===== src/rtl/mips_pkg.sv =====
// Shared definitions for the MIPS PC sequencer slice.
// Holds the FSM state encodings, the PC increment, the default
// instruction-address width and the opcodes of the control-flow
// instructions the sequencer reacts to.
package mips_pkg;

    typedef enum logic [1:0] {
        IDLE = 2'b00,
        RUN  = 2'b01,
        HALT = 2'b10
    } state_t;

    localparam int unsigned PC_INC     = 4;
    localparam int unsigned ADDR_W_DEF = 8;

    localparam logic [5:0] OP_BEQ = 6'h04;
    localparam logic [5:0] OP_J   = 6'h02;

endpackage


===== src/rtl/mips_pc_sequencer_if.sv =====
// Bus between the core/control side and the PC sequencer.
//   start, halt_req, stall    : sequencing controls
//   Branch, Zero, Jump        : decoded control flow from the core
//   SEImm, JumpValue          : branch offset / jump target, in words
//   ReadAddr                  : current PC to instruction memory
//   fetch_valid               : ReadAddr holds a live fetch
//   instr_count, state        : retire counter and FSM state code
// master = core/control side, slave = sequencer.
interface mips_pc_sequencer_if
    import mips_pkg::*;
#(
    parameter int unsigned ADDR_W = ADDR_W_DEF
);
    logic              start;
    logic              halt_req;
    logic              stall;
    logic              Branch;
    logic              Zero;
    logic              Jump;
    logic [31:0]       SEImm;
    logic [25:0]       JumpValue;
    logic [ADDR_W-1:0] ReadAddr;
    logic              fetch_valid;
    logic [15:0]       instr_count;
    logic [1:0]        state;

    modport master (
        output start, halt_req, stall, Branch, Zero, Jump, SEImm, JumpValue,
        input  ReadAddr, fetch_valid, instr_count, state
    );

    modport slave (
        input  start, halt_req, stall, Branch, Zero, Jump, SEImm, JumpValue,
        output ReadAddr, fetch_valid, instr_count, state
    );
endinterface


===== src/rtl/mips_next_pc.sv =====
// Combinational next-PC selection.
//   pc        : current PC
//   Branch    : beq decoded, Zero : ALU zero flag
//   Jump      : j decoded
//   SEImm     : sign-extended branch offset in words
//   JumpValue : j-type target field in words
//   next_pc   : selected next PC (Jump > taken branch > sequential)
// All arithmetic is modulo 2^ADDR_W.
module mips_next_pc
    import mips_pkg::*;
#(
    parameter int unsigned ADDR_W = ADDR_W_DEF
) (
    input  logic [ADDR_W-1:0] pc,
    input  logic              Branch,
    input  logic              Zero,
    input  logic              Jump,
    input  logic [31:0]       SEImm,
    input  logic [25:0]       JumpValue,
    output logic [ADDR_W-1:0] next_pc
);
    logic [ADDR_W-1:0] pc_plus4;

    always_comb begin
        pc_plus4 = pc + ADDR_W'(PC_INC);
        if (Jump) begin
            next_pc = ADDR_W'({JumpValue, 2'b00});
        end else if (Branch && Zero) begin
            // Word offset becomes a byte offset; truncation gives the wrap.
            next_pc = pc_plus4 + ADDR_W'(SEImm << 2);
        end else begin
            next_pc = pc_plus4;
        end
    end
endmodule


===== src/rtl/mips_pc_sequencer.sv =====
// PC sequencer: IDLE/RUN/HALT FSM, PC register and retire counter.
//   clk, rst_n : clock, asynchronous active-low reset
//   bus        : slave side of mips_pc_sequencer_if (controls in,
//                ReadAddr / fetch_valid / instr_count / state out)
// An instruction retires on every RUN cycle without stall; only then
// do the PC and counter advance. The halting instruction also retires.
module mips_pc_sequencer
    import mips_pkg::*;
#(
    parameter int unsigned       ADDR_W   = ADDR_W_DEF,
    parameter logic [ADDR_W-1:0] RESET_PC = '0
) (
    input  logic                 clk,
    input  logic                 rst_n,
    mips_pc_sequencer_if.slave   bus
);
    state_t            cur_state;
    state_t            nxt_state;
    logic [ADDR_W-1:0] pc;
    logic [ADDR_W-1:0] next_pc;
    logic [15:0]       count;
    logic              retire;

    assign retire = (cur_state == RUN) && !bus.stall;

    mips_next_pc #(.ADDR_W(ADDR_W)) u_next_pc (
        .pc        (pc),
        .Branch    (bus.Branch),
        .Zero      (bus.Zero),
        .Jump      (bus.Jump),
        .SEImm     (bus.SEImm),
        .JumpValue (bus.JumpValue),
        .next_pc   (next_pc)
    );

    always_ff @(posedge clk or negedge rst_n) begin
        if (!rst_n) begin
            cur_state <= IDLE;
        end else begin
            cur_state <= nxt_state;
        end
    end

    always_comb begin
        nxt_state = cur_state;
        unique case (cur_state)
            IDLE:    if (bus.start) nxt_state = RUN;
            // A stalled instruction must finish before halting.
            RUN:     if (bus.halt_req && !bus.stall) nxt_state = HALT;
            HALT:    if (bus.start) nxt_state = IDLE;
            default: nxt_state = IDLE;
        endcase
    end

    always_comb begin
        bus.fetch_valid = (cur_state == RUN);
        bus.state       = cur_state;
        bus.ReadAddr    = pc;
        bus.instr_count = count;
    end

    always_ff @(posedge clk or negedge rst_n) begin
        if (!rst_n) begin
            pc    <= RESET_PC;
            count <= '0;
        end else if (retire) begin
            pc    <= next_pc;
            count <= count + 16'd1;
        end
    end
endmodule


===== src/flat_wrapper.sv =====
// flat-port wrapper written by rule: the top's interface ports become plain ports
module mips_pc_sequencer_flat import mips_pkg::*;
#(
    parameter int unsigned       ADDR_W   = ADDR_W_DEF,
    parameter logic [ADDR_W-1:0] RESET_PC = '0
)
  (clk, rst_n, bus_start, bus_halt_req, bus_stall, bus_Branch, bus_Zero, bus_Jump, bus_SEImm, bus_JumpValue, bus_ReadAddr, bus_fetch_valid, bus_instr_count, bus_state);
  mips_pc_sequencer_if #(.ADDR_W(ADDR_W)) bus_i ();
  input  logic clk;
  input  logic rst_n;
  input wire logic [$bits(bus_i.start)-1:0] bus_start;
  input wire logic [$bits(bus_i.halt_req)-1:0] bus_halt_req;
  input wire logic [$bits(bus_i.stall)-1:0] bus_stall;
  input wire logic [$bits(bus_i.Branch)-1:0] bus_Branch;
  input wire logic [$bits(bus_i.Zero)-1:0] bus_Zero;
  input wire logic [$bits(bus_i.Jump)-1:0] bus_Jump;
  input wire logic [$bits(bus_i.SEImm)-1:0] bus_SEImm;
  input wire logic [$bits(bus_i.JumpValue)-1:0] bus_JumpValue;
  output wire logic [$bits(bus_i.ReadAddr)-1:0] bus_ReadAddr;
  output wire logic [$bits(bus_i.fetch_valid)-1:0] bus_fetch_valid;
  output wire logic [$bits(bus_i.instr_count)-1:0] bus_instr_count;
  output wire logic [$bits(bus_i.state)-1:0] bus_state;
  assign bus_i.start = bus_start;
  assign bus_i.halt_req = bus_halt_req;
  assign bus_i.stall = bus_stall;
  assign bus_i.Branch = bus_Branch;
  assign bus_i.Zero = bus_Zero;
  assign bus_i.Jump = bus_Jump;
  assign bus_i.SEImm = bus_SEImm;
  assign bus_i.JumpValue = bus_JumpValue;
  assign bus_ReadAddr = bus_i.ReadAddr;
  assign bus_fetch_valid = bus_i.fetch_valid;
  assign bus_instr_count = bus_i.instr_count;
  assign bus_state = bus_i.state;
  mips_pc_sequencer #(.ADDR_W(ADDR_W), .RESET_PC(RESET_PC)) u_core (.clk(clk), .rst_n(rst_n), .bus(bus_i));
endmodule

===== config.mk =====
export PLATFORM = sky130hd
export DESIGN_NAME = mips_pc_sequencer_flat
export DESIGN_NICKNAME = d
export VERILOG_FILES = /design/src/rtl/mips_pkg.sv /design/src/rtl/mips_pc_sequencer_if.sv /design/src/rtl/mips_next_pc.sv /design/src/rtl/mips_pc_sequencer.sv /design/src/flat_wrapper.sv
export SDC_FILE = /design/constraint.sdc
export NUM_CORES = 1
export LEC_CHECK = 0
export BUFFER_PORTS_ARGS = -buffer_cell sky130_fd_sc_hd__buf_4
export CORE_MARGIN = 2
export CORE_UTILIZATION = 45
export DETAILED_ROUTE_END_ITERATION = 16
export PLACE_DENSITY = 0.85
export SLEW_MARGIN = 20
export SYNTH_ARGS = -nofsm -noshare
export SYNTH_HDL_FRONTEND = slang
export SYNTH_SLANG_ARGS = --single-unit

===== constraint.sdc =====
create_clock -name clk -period 6.4 [get_ports clk]
set_input_delay 1.28 -clock clk [delete_from_list [all_inputs] [get_ports clk]]
set_output_delay 1.28 -clock clk [all_outputs]
set_load 0.05 [all_outputs]

== Word-level counts from Yosys, hierarchy flattened ==
Cells that the tools add are included.
Word-level totals
  memories: 0
  bits in registers: 26
  bits in latches: 0
  output and inout bits: 27
  bits of input ports: 66
  logic and storage cells: 23
  memory bits (read-only): 0
  bits in writable memories: 0
Operators by class
  equal/unequal tests: 5
  divide/modulo/power cells: 0
  magnitude comparators: 0
  add/subtract/negate cells: 3
  reductions and logical operators: 6
  muxes and demuxes: 6
  shift-type cells: 0
  bitwise logic cells: 0
  $mul: 0
Operators by type and width (number)
  $add 16x1->16 const B: 1
  $mux 8: 2
  $add 8x3->8 const B: 1
  $add 8x8->8: 1
  $mux 2: 3
  $pmux 2 s3: 1
  $ne 2x2->1 const B: 2
  $logic_and 1x1->1: 3
  $reduce_and 3->1: 1
  $eq 2x1->1 const B: 1
  $eq 2x2->1 const B: 1
  $logic_not 2->1: 1
  $ne 2x1->1 const B: 1
  $logic_not 1->1: 1

== Longest topological paths before layout ==
Gate-level depths: netlist (run 1).
  word-level depth: 4
  depth in mapped cells: 10

== Hierarchy ==
A second synthesis (run 1) with hierarchy kept.
Second synthesis, totals
  cell total of the unflattened synthesis: 148
  area, all modules: 1572.8 um^2
Modules (own cells, without submodules)
  mips_pc_sequencer: sequential area each 650.6 um^2, area each 1124.8 um^2, cells an instance 88, times used 1
  mips_next_pc: sequential area each 0.0 um^2, area each 447.9 um^2, cells an instance 60, times used 1

== Least setup slack after synthesis (run 1) ==
OpenSTA, ideal clock, no wires.
  path type: flip-flop to output port
  start: register u_core.cur_state[0], in the netlist u_core.bus.state[0]
  end: output bus_fetch_valid
  stages on the path, launching flop included: 2
  path buffers: 0
  data required time: 5.120 ns
  path slack: 3.604 ns
  arrival: 1.516 ns
  cell sequence: dfrtp_1 -> nor2b_1
On the way
  word-level cells in the longest chain between the ends: 1
RTL lines
  start, declared: line mips_pc_sequencer.sv:17  | state_t cur_state;
  start signal, assigned: line mips_pc_sequencer.sv:40  | cur_state <= nxt_state;
  $eq 2x1->1: line mips_pc_sequencer.sv:56  | bus.fetch_valid = (cur_state == RUN);
  end, declared: line flat_wrapper.sv:20  | output wire logic [$bits(bus_i.fetch_valid)-1:0] bus_fetch_valid;
Every way passes these cells.

== Worst setup path after layout (run 1) ==
  start: input bus_SEImm[3]
  end: register u_core.pc[7], in the netlist u_core.bus.ReadAddr[7]
On the way
  word-level cells in the longest chain between the ends: 3
RTL lines
  start, declared: line flat_wrapper.sv:17  | input wire logic [$bits(bus_i.SEImm)-1:0] bus_SEImm;
  $add 8x8->8: line mips_next_pc.sv:30  | next_pc = pc_plus4 + ADDR_W'(SEImm << 2);
  $mux 8: line mips_next_pc.sv:28  | end else if (Branch && Zero) begin
  $mux 8: line mips_next_pc.sv:26  | if (Jump) begin
  end signal, assigned: line mips_pc_sequencer.sv:67  | pc <= next_pc;
  end, declared: line mips_pc_sequencer.sv:19  | logic [ADDR_W-1:0] pc;
Every way passes these cells.
A chain may end at the register's enable or synchronous reset.

==> results of run 1 <==
-- how the worst max path moves through the flow --
| stage | from | cells past startpoint | end | slack, ps |
|---|---|---|---|---|
| floorplan | u_core.bus.state[0] | 1 | bus_fetch_valid | 3600 |
| global placement | bus_SEImm[3] | 8 | u_core.bus.ReadAddr[7] | 3530 |
| finish | bus_SEImm[3] | 8 | u_core.bus.ReadAddr[7] | 3820 |
| CTS | bus_SEImm[3] | 8 | u_core.bus.ReadAddr[7] | 3830 |
| global route | bus_SEImm[3] | 8 | u_core.bus.ReadAddr[7] | 3740 |
| detailed placement | bus_SEImm[3] | 8 | u_core.bus.ReadAddr[7] | 3510 |
-- flip-flops by register name, indices dropped and copies added, names as in the netlist --
register	count
u_core.bus.state	2
u_core.bus.instr_count	16
u_core.bus.ReadAddr	6
-- through the flow --
step | util, % | hold slack, ps | power, mW | instance area (um^2)
after floorplan | - | 784.5 | 0.5646 | 1443
after global placement | 59.14 | 462.3 | 0.6748 | 1805
after detailed placement | 59.14 | 465.4 | 0.6871 | 1805
after CTS | 60.33 | 485.3 | 0.7637 | 1842
after global routing | 60.33 | 517.9 | 0.8103 | 1842
final | 60.33 | 478.1 | 0.7575 | 1842
-- Yosys cell counts (3+ instances only) --
| library cell | count |
|---|---|
| sky130_fd_sc_hd__dfrtp_1 | 24 |
| sky130_fd_sc_hd__nand2_1 | 16 |
| sky130_fd_sc_hd__xnor2_1 | 12 |
| sky130_fd_sc_hd__nor2_1 | 9 |
| sky130_fd_sc_hd__xor2_1 | 9 |
| sky130_fd_sc_hd__ha_1 | 8 |
| sky130_fd_sc_hd__inv_1 | 8 |
| sky130_fd_sc_hd__nand3_1 | 7 |
| sky130_fd_sc_hd__a21oi_1 | 6 |
| sky130_fd_sc_hd__o21ai_0 | 6 |
| sky130_fd_sc_hd__nand4_1 | 5 |
| sky130_fd_sc_hd__a211oi_1 | 3 |
| sky130_fd_sc_hd__a21o_1 | 3 |
| sky130_fd_sc_hd__and3_1 | 3 |
| sky130_fd_sc_hd__nor3_1 | 3 |
-- area by class of cell --
| type | count | share of cell area (%) |
|---|---|---|
| multi-input combinational | 112 | 42.87 |
| sequential | 24 | 32.61 |
| timing repair buffer | 44 | 17.93 |
| tap | 44 | 2.989 |
| clock buffer | 4 | 1.970 |
| inverter | 8 | 1.630 |
-- cells in the final DEF (no fill, tap or decap), drive strengths merged --
master / netlist / final
a211oi: 3 / 3
a21o: 3 / 3
a21oi: 6 / 6
a311oi: 1 / 1
a31o: 1 / 1
a31oi: 1 / 1
and2: 1 / 1
and3: 3 / 3
and4: 3 / 3
buf: 2 / 44
clkbuf: 2 / 4
conb: 1 / 2
dfrtp: 24 / 24
fa: 1 / 1
ha: 8 / 8
inv: 8 / 8
nand2: 16 / 16
nand3: 7 / 7
nand3b: 1 / 1
nand4: 6 / 6
nor2: 10 / 10
nor2b: 1 / 1
nor3: 3 / 3
nor3b: 2 / 2
nor4b: 1 / 1
o211a: 1 / 1
o211ai: 1 / 1
o21a: 1 / 1
o21ai: 6 / 6
o22ai: 1 / 1
o31ai: 1 / 1
xnor2: 12 / 12
xor2: 9 / 9
-- logic make-up (layout without fill, tap and decap cells) --
| group | count (synthesis) | count (layout) | synth area share [%] |
|---|---|---|---|
| DFF | 24 | 24 | 41.74 |
| and+or+nand+nor | 54 | 54 | 21.57 |
| AOI/OAI and AO/OA | 26 | 26 | 11.65 |
| adders and majority gates | 9 | 9 | 8.348 |
| xor gates and xnor gates | 21 | 21 | 12.78 |
| buffers and inverters | 12 | 56 | 3.652 |
| other | 1 | 2 | 0.2606 |
-- power by group through the flow --
stage / logic, mW / clock network, mW / registers, mW
after floorplan: 0.201 / 0 / 0.363
after global placement: 0.430 / 0 / 0.245
after detailed placement: 0.440 / 0 / 0.247
after CTS: 0.441 / 0.0785 / 0.244
after global routing: 0.473 / 0.0870 / 0.251
final: 0.437 / 0.0767 / 0.243
-- metal layers --
metal / up-vias / routed length (um)
li1: 603 / -
met1: 553 / 1268
met2: 34 / 1441
met3: 2 / 134
met4: 0 / 10
met5: - / 0
==> results.txt, run 1 <==
After synthesis the cells add up to 1439 um^2. The final standard cell count with taps included and fillers excluded is 236. The number of vias after detailed routing is 1,192. The worst setup skew after layout is 2.897 ps. The power per unit of standard cell area was 411.3 nW/um^2. The area growth from synthesis to layout is 28.00%.

Cells with a size suffix above 1 make up 27.60% of the layout. The clock tree buffer depth is 2. The detailed-route vias per instance is 5.051, and the fraction of power spent switching nets is 49.38%. The run gives 10.1% as the portion of total power attributed to the clock network. The maximum level of the CTS H-tree is 1.

The run gives 2853 um as the wire length reported by the detailed router. The clock transition time at the flip-flop clock pins of the worst setup and hold paths was 120 ps. Endpoint type of the worst setup path: a flip-flop. The final critical path takes up 40.32% of the cycle. For the global placement routability congestion, the log shows 0.7777.

Sequential cells were found to cover 41.74% of the synthesized design area. The final layout contains 268 nets. Once the floorplan was initialized, standard cells occupied 47.13% of the core. The worst setup path is launched from an input port. Via count of the first global-routing pass: 1,075. In this run the most used layer during global routing was met2. Measured along the y axis, the die boundary spans 60.55 um.

For this run the aggregate overflow at the end of global routing stands at 0. The worst hold path belongs to the class flip-flop to flip-flop. The flow ran to the end, and the final reports show no timing, DRC or antenna violations.

The run gives 2820 ps as the critical path arrival. Traced cell by cell, the critical path runs through buf_4 -> ha_1 -> a21o_1 -> a21oi_1 -> and4_1 -> nor3_1 -> nor4b_1 -> nand3b_1. Fill cells in the final layout number 274. The largest single stage delay on the critical path is 320 ps. The count of endpoints failing hold in the final timing report was 0; the latest clock arrival within the worst-skew pair was 300 ps. The synthesized design contains 0 enable-type register cells. VDD sags by at most 0.2237 mV. The worst setup path is of the input port to flip-flop kind.

Multi-input gate area in the final layout: 789.5 um^2. The internal cell power came out at 383.4 uW. Setup repair after global routing left no endpoint under its margin.

Along the worst path, the maximum fanout reaches 3. In the global route stage, met1 resource usage came out at 21.13%. For this run, design rule violations remaining after detail routing come to 0. Achievable clock frequency: 0.3875 GHz.

The first global-routing pass estimated 4616 um of wire. The worst register-to-register path begins at u_core.bus.ReadAddr[2]. The run gives 3506 ps as the minimum setup slack after placement.

From left edge to right edge, the die measures 60.55 um. After synthesis, the cell types taking the most area are sky130_fd_sc_hd__dfrtp_1 (42%), sky130_fd_sc_hd__xnor2_1 (7.3%), sky130_fd_sc_hd__ha_1 (7.0%). The largest total area in the synthesized netlist belongs to sky130_fd_sc_hd__dfrtp_1. The logs give 57.7% for the part of the total power dissipated in combinational logic and 32.1% for the part of the power in registers. The HPWL after detailed placement is 2326 um. Summed over all cells, the static leakage comes to 0.9191 nW. The number of setup buffers added after CTS is 0. Buffers inserted during clock tree synthesis total 3.

The tools report the number of violations of the max-capacitance limit as 0. The predominant post-synthesis flop cell is sky130_fd_sc_hd__dfrtp_1. The die covers 3666 um^2. The port buffer count is 44, and the total of cells resized after clock tree synthesis is 0. The count of inserted antenna diode cells came out at 0.

The number of antenna violations at the first check in global routing came out at 0. The register area is 600.6 um^2, and the worst path buffer plus inverter count is 1. Destination of the worst hold path: u_core.bus.instr_count[15].

For the finished layout, the period the worst path requires is 2580 ps. The tree is rooted in a sky130_fd_sc_hd__clkbuf_4. Setup slack on the worst reg-to-reg path comes out at 4030 ps.

Summed over all nets, the switching power comes to 374.1 uW. Global routing used 16.37% of the available tracks across all layers. The tools report the max-slew violation count as 0. Measured in cells, the most critical reg-to-reg path has a length of 9. Setup violations remaining at the end of the flow were counted as 0.

The launch point of the worst hold path was u_core.bus.instr_count[15]. The fraction of synthesized cell area taken by the top area cell type is 41.74%, and the Yosys warning count is 0. The synthesized design contains 24 register bits. After detailed routing, the average wire length per cell comes to 12.09 um. In this run the count of I/O pins placed on the die edge is 93. The post-route antenna net violation count is 0.

The clock drives 24 sinks. The kind of cell with the highest combined delay along the critical path is simple AND/OR/NAND/NOR gates. The logs give 3053 um^2 for the total core area and 20 for the row count. TritonCTS built the clock tree. Averaged over all synthesized cells, the footprint is 9.788 um^2. The worst-path cell with the longest stage delay was sky130_fd_sc_hd__ha_1. The proportion of synthesized flip-flops having asynchronous set or reset is 100.0%.

The synthesized netlist contains 37 unique library cells. The first TritonRoute pass finished after 4 iterations. For the final routed database, the setup TNS stands at 0 ps. The worst hold path stage count is 1. Including well taps, the total number of placed cells is 232.

Detailed router's first-iteration violation count: 38. The tools report the worst flop-to-flop path endpoint as u_core.bus.ReadAddr[7]. The met3 usage in global routing was 1.493%; the gate count after technology mapping was 147. The run gives 3820 ps as the worst path setup slack after routing. Entering global routing, the biggest net connects 25 pins. The routing usage on met2 was 29.66%; the count of hold-fix buffers inserted at cts was 0.

For the required time reported for the critical path endpoint, the log shows 6640 ps.
Note: power is estimated with default switching activity, not from simulation.
==> inputs of run 2 (changes only) <==
- ABC_AREA: not set -> 1
- CORE_UTILIZATION: 45 -> 43
- PLACE_DENSITY: 0.85 -> 0.8
- clock period: 6.4 -> 2.4 ns (I/O delays scaled with it)
==> results.txt, run 2 <==
Counting I/O delays and the setup requirement, the final critical path takes 2089 ps. The instance area after placement was 1889 um^2 (+4.6%); the required time reported for the critical path endpoint was 2610 ps (-4030 ps). The count of inserted antenna diode cells was 0 (unchanged); the proportion of synthesized chip area in sequential cells was 39.57% (-2.2 points).

The clock tree buffer depth is 2 (unchanged), and the synthesized area per cell is 8.160 um^2 (-17%). The Yosys warning count came out at 0 (unchanged). The tools report the detailed-routing iteration count for the pre-antenna-repair pass as 4 (unchanged).

Reg-to-reg setup timing slack: 310 ps (-3720 ps). The x dimension of the die came out at 63.41 um (+4.7%). The number of buffers added for setup after CTS came out at 0 (unchanged). The pin count of the biggest net entering global routing is 25 (unchanged), and the count of hold-fix buffers inserted at cts is 0 (unchanged).

For this run, the leading register cell type out of synthesis is sky130_fd_sc_hd__dfrtp_1. The number of top-level pins is 93 (unchanged). The critical path class is flip-flop to flip-flop. The tools report the number of antenna violations at the first check in global routing as 0 (unchanged).

The tools report the row count as 21 (+5.0%). The total of endpoints with negative setup slack in the final report came out at 0 (unchanged). Number of synthesized register bits: 24 (unchanged). Yosys attributes the largest share of cell area to sky130_fd_sc_hd__dfrtp_1 (40%), sky130_fd_sc_hd__nand2_1 (12%), sky130_fd_sc_hd__ha_1 (6.6%). Post-route antenna net violation count: 0 (unchanged). The half-perimeter wire length after placement is 2449 um (+5.3%), and the number of vias after detailed routing is 1,325 (+11%). The first-pass GRT wire length is 5409 um (+17%). TritonCTS built the clock tree. For the number of unique standard cell types used by synthesis, the log shows 29 (-22%).

The tools report the total of cells resized after clock tree synthesis as 0 (unchanged). The highest ir drop seen on vdd is 0.7651 mV (+240%). The share of final-layout standard cells stronger than drive strength 1 came out at 25.43% (-2.2 points). The maximum net fanout on the critical path was 7 (+4); the overall overflow remaining after global route was 0 (unchanged). The number of flops mapped to enable cells by yosys is 0 (unchanged), and the number of violations of the max-capacitance limit is 0 (unchanged). sky130_fd_sc_hd__nand2_1 is the most common cell in the netlist. The detailed-route vias per instance was 4.766 (-5.6%). The run gives 4021 um^2 (+9.7%) as the die area.

The library cells used most frequently in the layout, excluding fill and tap cells, are sky130_fd_sc_hd__nand2_1 (48), sky130_fd_sc_hd__buf_4 (44), sky130_fd_sc_hd__dfrtp_1 (24), sky130_fd_sc_hd__inv_1 (23), sky130_fd_sc_hd__nor2_1 (13). The commonest cells after synthesis are sky130_fd_sc_hd__nand2_1 (48), sky130_fd_sc_hd__dfrtp_1 (24), sky130_fd_sc_hd__inv_1 (23). The net total in the final layout is 308 (+15%), and the ratio of final minimum period to clock period is 87.04%. The biggest area contributor in the post-synthesis netlist is sky130_fd_sc_hd__dfrtp_1.

Setup repair after global routing left no endpoint under its margin. Clock tree synthesis selected as its root buffer the cell sky130_fd_sc_hd__clkbuf_4. The latest clock arrival within the worst-skew pair is 310 ps (about the same). The path class of the tightest hold or removal check is input port to asynchronous set/reset pin. The tools report the wire length reported by the detailed router as 2971 um (+4.1%). Derived from the worst setup path, the maximum achievable clock frequency is 0.4787 GHz. Total chip power: 2.071 mW (+170%). The endpoint identified for the worst register-to-register timing path is u_core.bus.ReadAddr[7].

For the maximum level of the CTS H-tree, the log shows 1 (unchanged). The global placement routability congestion was 0.8652 (+11%). STA classifies the critical path startpoint as a flip-flop.

The fraction of synthesized cell area taken by the top area cell type was 39.57% (-2.2 points); the number of clock sinks seen by CTS was 24 (unchanged). STA classifies the critical path endpoint as a flip-flop. For the total of fill cells in the finished design, the log shows 308 (+12%).

The library cell used most frequently in the layout, excluding fill and tap cells, is sky130_fd_sc_hd__nand2_1. The proportion of synthesized flip-flops having asynchronous set or reset is 100.0% (unchanged), and the gate count after technology mapping is 186 (+27%). The power per unit of standard cell area was 1076 nW/um^2 (+160%).

The worst register-to-register path begins at u_core.bus.ReadAddr[2]. The count of unresolved DRC violations after routing was 0 (unchanged); the cell area after layout was 1926 um^2 (+4.6%). The tools report the reported leakage power as 1.053 nW (+15%). The critical path starts at u_core.bus.ReadAddr[2].

The number of cell instances on the worst register-to-register path was 14 (+5). Port buffer count: 44 (unchanged). The via count of the first global-routing pass was 1,284 (+19%). The clock transition time at the flip-flop clock pins of the worst setup and hold paths was 120 ps (about the same); the combined area of all synthesized cells was 1518 um^2 (+5.5%).

The synthesis-to-finish area growth is 26.88%, and the worst setup skew after layout is 2.956 ps (+0.05865 ps). The tools report the detailed router's first-iteration violation count as 50 (+32%). The run finished with clean final reports. The critical path arrival was 2300 ps (-520 ps). The total core area is 3363 um^2 (+10%), and the total track usage is 16.34% (-0.027 points). The starting utilization of the core area is 45.13% (-2.0 points).

The multi-input gate area in the final layout was 810.8 um^2 (+2.7%); the number of flip-flops under the largest register name was 16 (unchanged). The vertical die dimension is 63.41 um (+4.7%), and the final total negative setup slack is 0 ps (unchanged). The TritonCTS buffer count was 3 (unchanged). For the register area, the log shows 600.6 um^2 (unchanged). The routed wire length per instance works out to 10.69 um (-12%). Max-slew violation count: 0 (unchanged).

For the count of endpoints failing hold in the final timing report, the log shows 0 (unchanged).
run 2: cell types whose count changed after synthesis, sizes merged, moves of 4 or more:
cell,change
nand3,+4
o21ai,+5
nand2,+35
nor2,+6
inv,+16
xnor2,-5
run 2: report_power, final:
part | internal, mW | switching [mW] | total (mW) | leakage [nW]
sequential | 0.502 | 0.135 | 0.637 | 0.307
clock | 0.0926 | 0.114 | 0.207 | 0.0210
combinational | 0.411 | 0.816 | 1.23 | 0.724
run 2: metal layers:
layer	wire (um)	part of all wire [%]	global-route usage, %
met5	0	0	0
met1	1416	48	21.58
met3	82	2.8	3.214
met2	1451	49	27.89
met4	21	0.71	3.261
run 2: worst max path at each step:
stage	cells after the start	slack (ps)	to
after floorplan	12	150	u_core.bus.ReadAddr[7]
after global placement	12	340	u_core.bus.ReadAddr[7]
after detailed placement	12	300	u_core.bus.ReadAddr[7]
after CTS	14	280	u_core.bus.ReadAddr[7]
after global routing	12	100	u_core.bus.ReadAddr[7]
final	14	310	u_core.bus.ReadAddr[7]
run 2: kinds of logic (layout without fill, tap and decap cells):
family	after synthesis	count (layout)	share of synthesized area (%)
buf+inv	27	72	7.254
fa+ha+maj	9	9	7.915
flops	24	24	39.57
other cells	1	2	0.2471
simple gates	87	87	27.70
compound gates	21	21	7.503
xor+xnor	17	17	9.810
run 2: worst max-delay path, stage by stage (launching register included):
cell                      delay (ps)
sky130_fd_sc_hd__dfrtp_1         480
sky130_fd_sc_hd__ha_1            230
sky130_fd_sc_hd__nand3_1         110
sky130_fd_sc_hd__xnor2_1         220
sky130_fd_sc_hd__ha_1            300
sky130_fd_sc_hd__nand2_1         100
sky130_fd_sc_hd__inv_1            40
sky130_fd_sc_hd__nand2_1          80
sky130_fd_sc_hd__nand3_1          80
sky130_fd_sc_hd__nand2_1          80
sky130_fd_sc_hd__nand3_1          60
sky130_fd_sc_hd__nand2_1          60
sky130_fd_sc_hd__nand3_1          60
sky130_fd_sc_hd__nand2_1          60
sky130_fd_sc_hd__nand2_1          40
run 2: final cells by class:
class	instances	share of cell area, %
clock buffers	4	1.884
inverters	24	4.678
multi-input cells	136	42.11
flip-flops and latches	24	31.19
well taps	46	2.989
repair buffers	44	17.15
run 2: through the flow:
step | setup slack [ps] | util (%) | hold WS (ps) | instances
6_report | 311.2 | 57.25 | 42.79 | 278
3_3_place_gp | 337.3 | 56.18 | 394.0 | 274
3_5_place_dp | 297.0 | 56.18 | 392.6 | 274
2_1_floorplan | 152.2 | - | 184.4 | 187
4_1_cts | 277.4 | 57.25 | 44.20 | 278
5_1_grt | 102.7 | 57.25 | 46.77 | 278
==> inputs of run 3 (changes only) <==
- GPL_TIMING_DRIVEN: not set -> 0
==> results.txt, run 3 (synthesis gave the netlist of run 2 again) <==
The flow ran to the end, and the final reports show no timing, DRC or antenna violations. The worst setup path is launched from a flip-flop. The latest clock arrival within the worst-skew pair is 320 ps (about the same), and the clock tree buffer depth is 2 (unchanged).

The detailed router's first-iteration violation count is 73 (+46%), and the register area is 600.6 um^2 (unchanged). The share of final-layout standard cells stronger than drive strength 1 works out to 26.38% (+0.95 points). The power per unit of standard cell area works out to 1071 nW/um^2 (-0.46%).

The number of top-level pins is 93 (unchanged). The number of flip-flops under the largest register name is 16 (unchanged), and the post-route antenna net violation count is 0 (unchanged). For the global placement routability congestion, the log shows 0.8593 (-0.68%). The maximum net fanout on the critical path works out to 7 (unchanged). The logs give 3039 um (+2.3%) for the wire length reported by the detailed router and 298.8 ps (+1.770 ps) for the minimum setup slack after placement.

The critical path class was flip-flop to flip-flop. The total core area was 3363 um^2 (unchanged); the total of endpoints with negative setup slack in the final report was 0 (unchanged). Cell area after layout: 1946 um^2 (+1.0%). The maximum level of the CTS H-tree is 1 (unchanged), and the highest ir drop seen on vdd is 0.6704 mV (-12%). The number of clock sinks seen by CTS was 24 (unchanged); the overall overflow remaining after global route was 0 (unchanged).

The routed wire length per instance is 10.81 um (+1.2%), and the first-pass GRT wire length is 5395 um (-0.26%). The run gives 0 (unchanged) as the number of buffers added for setup after CTS. The clock transition time at the flip-flop clock pins of the worst setup and hold paths was 130 ps (about the same); the x dimension of the die was 63.41 um (unchanged). The top cell types in the final layout, fill and taps aside, are sky130_fd_sc_hd__nand2_1 (48), sky130_fd_sc_hd__buf_4 (46), sky130_fd_sc_hd__dfrtp_1 (24), sky130_fd_sc_hd__inv_1 (23), sky130_fd_sc_hd__nor2_1 (13). STA classifies the critical path endpoint as a flip-flop. The logs give 810.8 um^2 (unchanged) for the multi-input gate area in the final layout and 0 (unchanged) for the count of endpoints failing hold in the final timing report.

The count of hold-fix buffers inserted at cts is 0 (unchanged), and the post-placement cell count is 277 (+1.1%). TritonCTS built the clock tree. The run gives 0 (unchanged) as the max-slew violation count. Relative to the synthesized area, the layout overhead comes to 28.19%. The cell chosen for the clock root was sky130_fd_sc_hd__clkbuf_4.

For the via count of the first global-routing pass, the log shows 1,276 (-0.62%). The detailed-routing iteration count for the pre-antenna-repair pass came out at 4 (unchanged). The final total negative setup slack is 0 ps (unchanged), and the port buffer count is 44 (unchanged). Instance area after placement: 1909 um^2 (+1.1%). The run gives 2330 ps (+30 ps) as the critical path arrival. The total track usage was 16.45% (+0.11 points). The total of cells resized after clock tree synthesis was 0 (unchanged); the count of inserted antenna diode cells was 0 (unchanged). Number of antenna violations at the first check in global routing: 0 (unchanged).

Setup repair after global routing left no endpoint under its margin. For the half-perimeter wire length after placement, the log shows 2477 um (+1.2%). The ratio of final minimum period to clock period works out to 87.68% (+0.64 points). Worst hold-check path type: input port to asynchronous set/reset pin. The run gives 25 (unchanged) as the pin count of the biggest net entering global routing. The run gives 2620 ps (about the same) as the required time reported for the critical path endpoint. The achievable clock frequency was 0.4752 GHz (-0.73%). The starting utilization of the core area is 45.13% (unchanged). Number of violations of the max-capacitance limit: 0 (unchanged). Shortest period the worst path allows: 2104 ps (+15.42 ps). The detailed-route vias per instance works out to 4.783 (+0.35%).

Most common cell after layout, fill and taps aside: sky130_fd_sc_hd__nand2_1. The worst path setup slack after routing is 295.7 ps (-15.42 ps). The final standard cell count with taps included and fillers excluded is 281 (+1.1%), and the worst setup skew after layout is 4.110 ps (+1.154 ps).

The tools report the number of vias after detailed routing as 1,344 (+1.4%). The TritonCTS buffer count was 3 (unchanged); the net total in the final layout was 311 (+0.97%). The logs give 1.067 nW (+1.3%) for the reported leakage power and 322 (+4.5%) for the total of fill cells in the finished design. The vertical die dimension is 63.41 um (unchanged). The row count is 21 (unchanged). The die area is 4021 um^2 (unchanged). The count of unresolved DRC violations after routing came out at 0 (unchanged).
-- run 3: cell types whose count changed in the layout (fill, tap and decap cells not counted) --
cell | previous run | this run
sky130_fd_sc_hd__buf_4 | 44 | 46
sky130_fd_sc_hd__buf_2 | 0 | 1
-- run 3: worst paths after layout --
path                                            start                    endpoint  slack (ps)  cells after the start
setup / recovery               u_core.bus.ReadAddr[2]      u_core.bus.ReadAddr[7]         300                     14
hold / removal                                  rst_n  u_core.bus.instr_count[13]          30                      1
setup reg to reg               u_core.bus.ReadAddr[2]      u_core.bus.ReadAddr[7]         300                     14
hold reg to reg            u_core.bus.instr_count[15]  u_core.bus.instr_count[15]         480                      1
max in group asynchronous                       rst_n  u_core.bus.instr_count[15]        2140                      1
min in group clk                         bus_halt_req         u_core.bus.state[0]         360                      2
-- run 3: critical path, stage by stage, from the launching register on --
cell,delay [ps]
sky130_fd_sc_hd__dfrtp_1,490
sky130_fd_sc_hd__ha_1,240
sky130_fd_sc_hd__nand3_1,110
sky130_fd_sc_hd__xnor2_1,210
sky130_fd_sc_hd__ha_1,300
sky130_fd_sc_hd__nand2_1,100
sky130_fd_sc_hd__inv_1,40
sky130_fd_sc_hd__nand2_1,80
sky130_fd_sc_hd__nand3_1,80
sky130_fd_sc_hd__nand2_1,80
sky130_fd_sc_hd__nand3_1,70
sky130_fd_sc_hd__nand2_1,60
sky130_fd_sc_hd__nand3_1,60
sky130_fd_sc_hd__nand2_1,60
sky130_fd_sc_hd__nand2_1,40
-- run 3: area by class of cell --
type	instances	area share (%)
Multi-Input combinational cell	136	41.67
Clock buffer	4	1.865
Inverter	24	4.630
Tap cell	46	2.958
Timing Repair Buffer	44	16.98
Buffer	3	1.029
Sequential cell	24	30.87
-- run 3: layer usage --
layer  wire length, um  global-route usage (%)  vias up
met2              1569                   30.53       29
met4                 0                   3.533        0
li1                  -                       -      698
met5                 0                       0        -
met1              1373                   19.72      617
met3                95                   2.857        0
-- run 3: power by group --
part	leakage, nW	internal [mW]	switching (mW)
registers	0.307	0.502	0.137
clock network	0.0210	0.0928	0.121
logic	0.738	0.416	0.815
total	1.07	1.01	1.07
-- run 3: metrics by stage --
stage / total power, mW / util [%] / hold slack, ps
2_1_floorplan: 1.539 / - / 184.4
3_3_place_gp: 1.854 / 56.77 / 393.9
3_5_place_dp: 1.882 / 56.77 / 392.9
4_1_cts: 2.099 / 57.85 / 33.11
5_1_grt: 2.237 / 57.85 / 39.04
6_report: 2.083 / 57.85 / 29.32
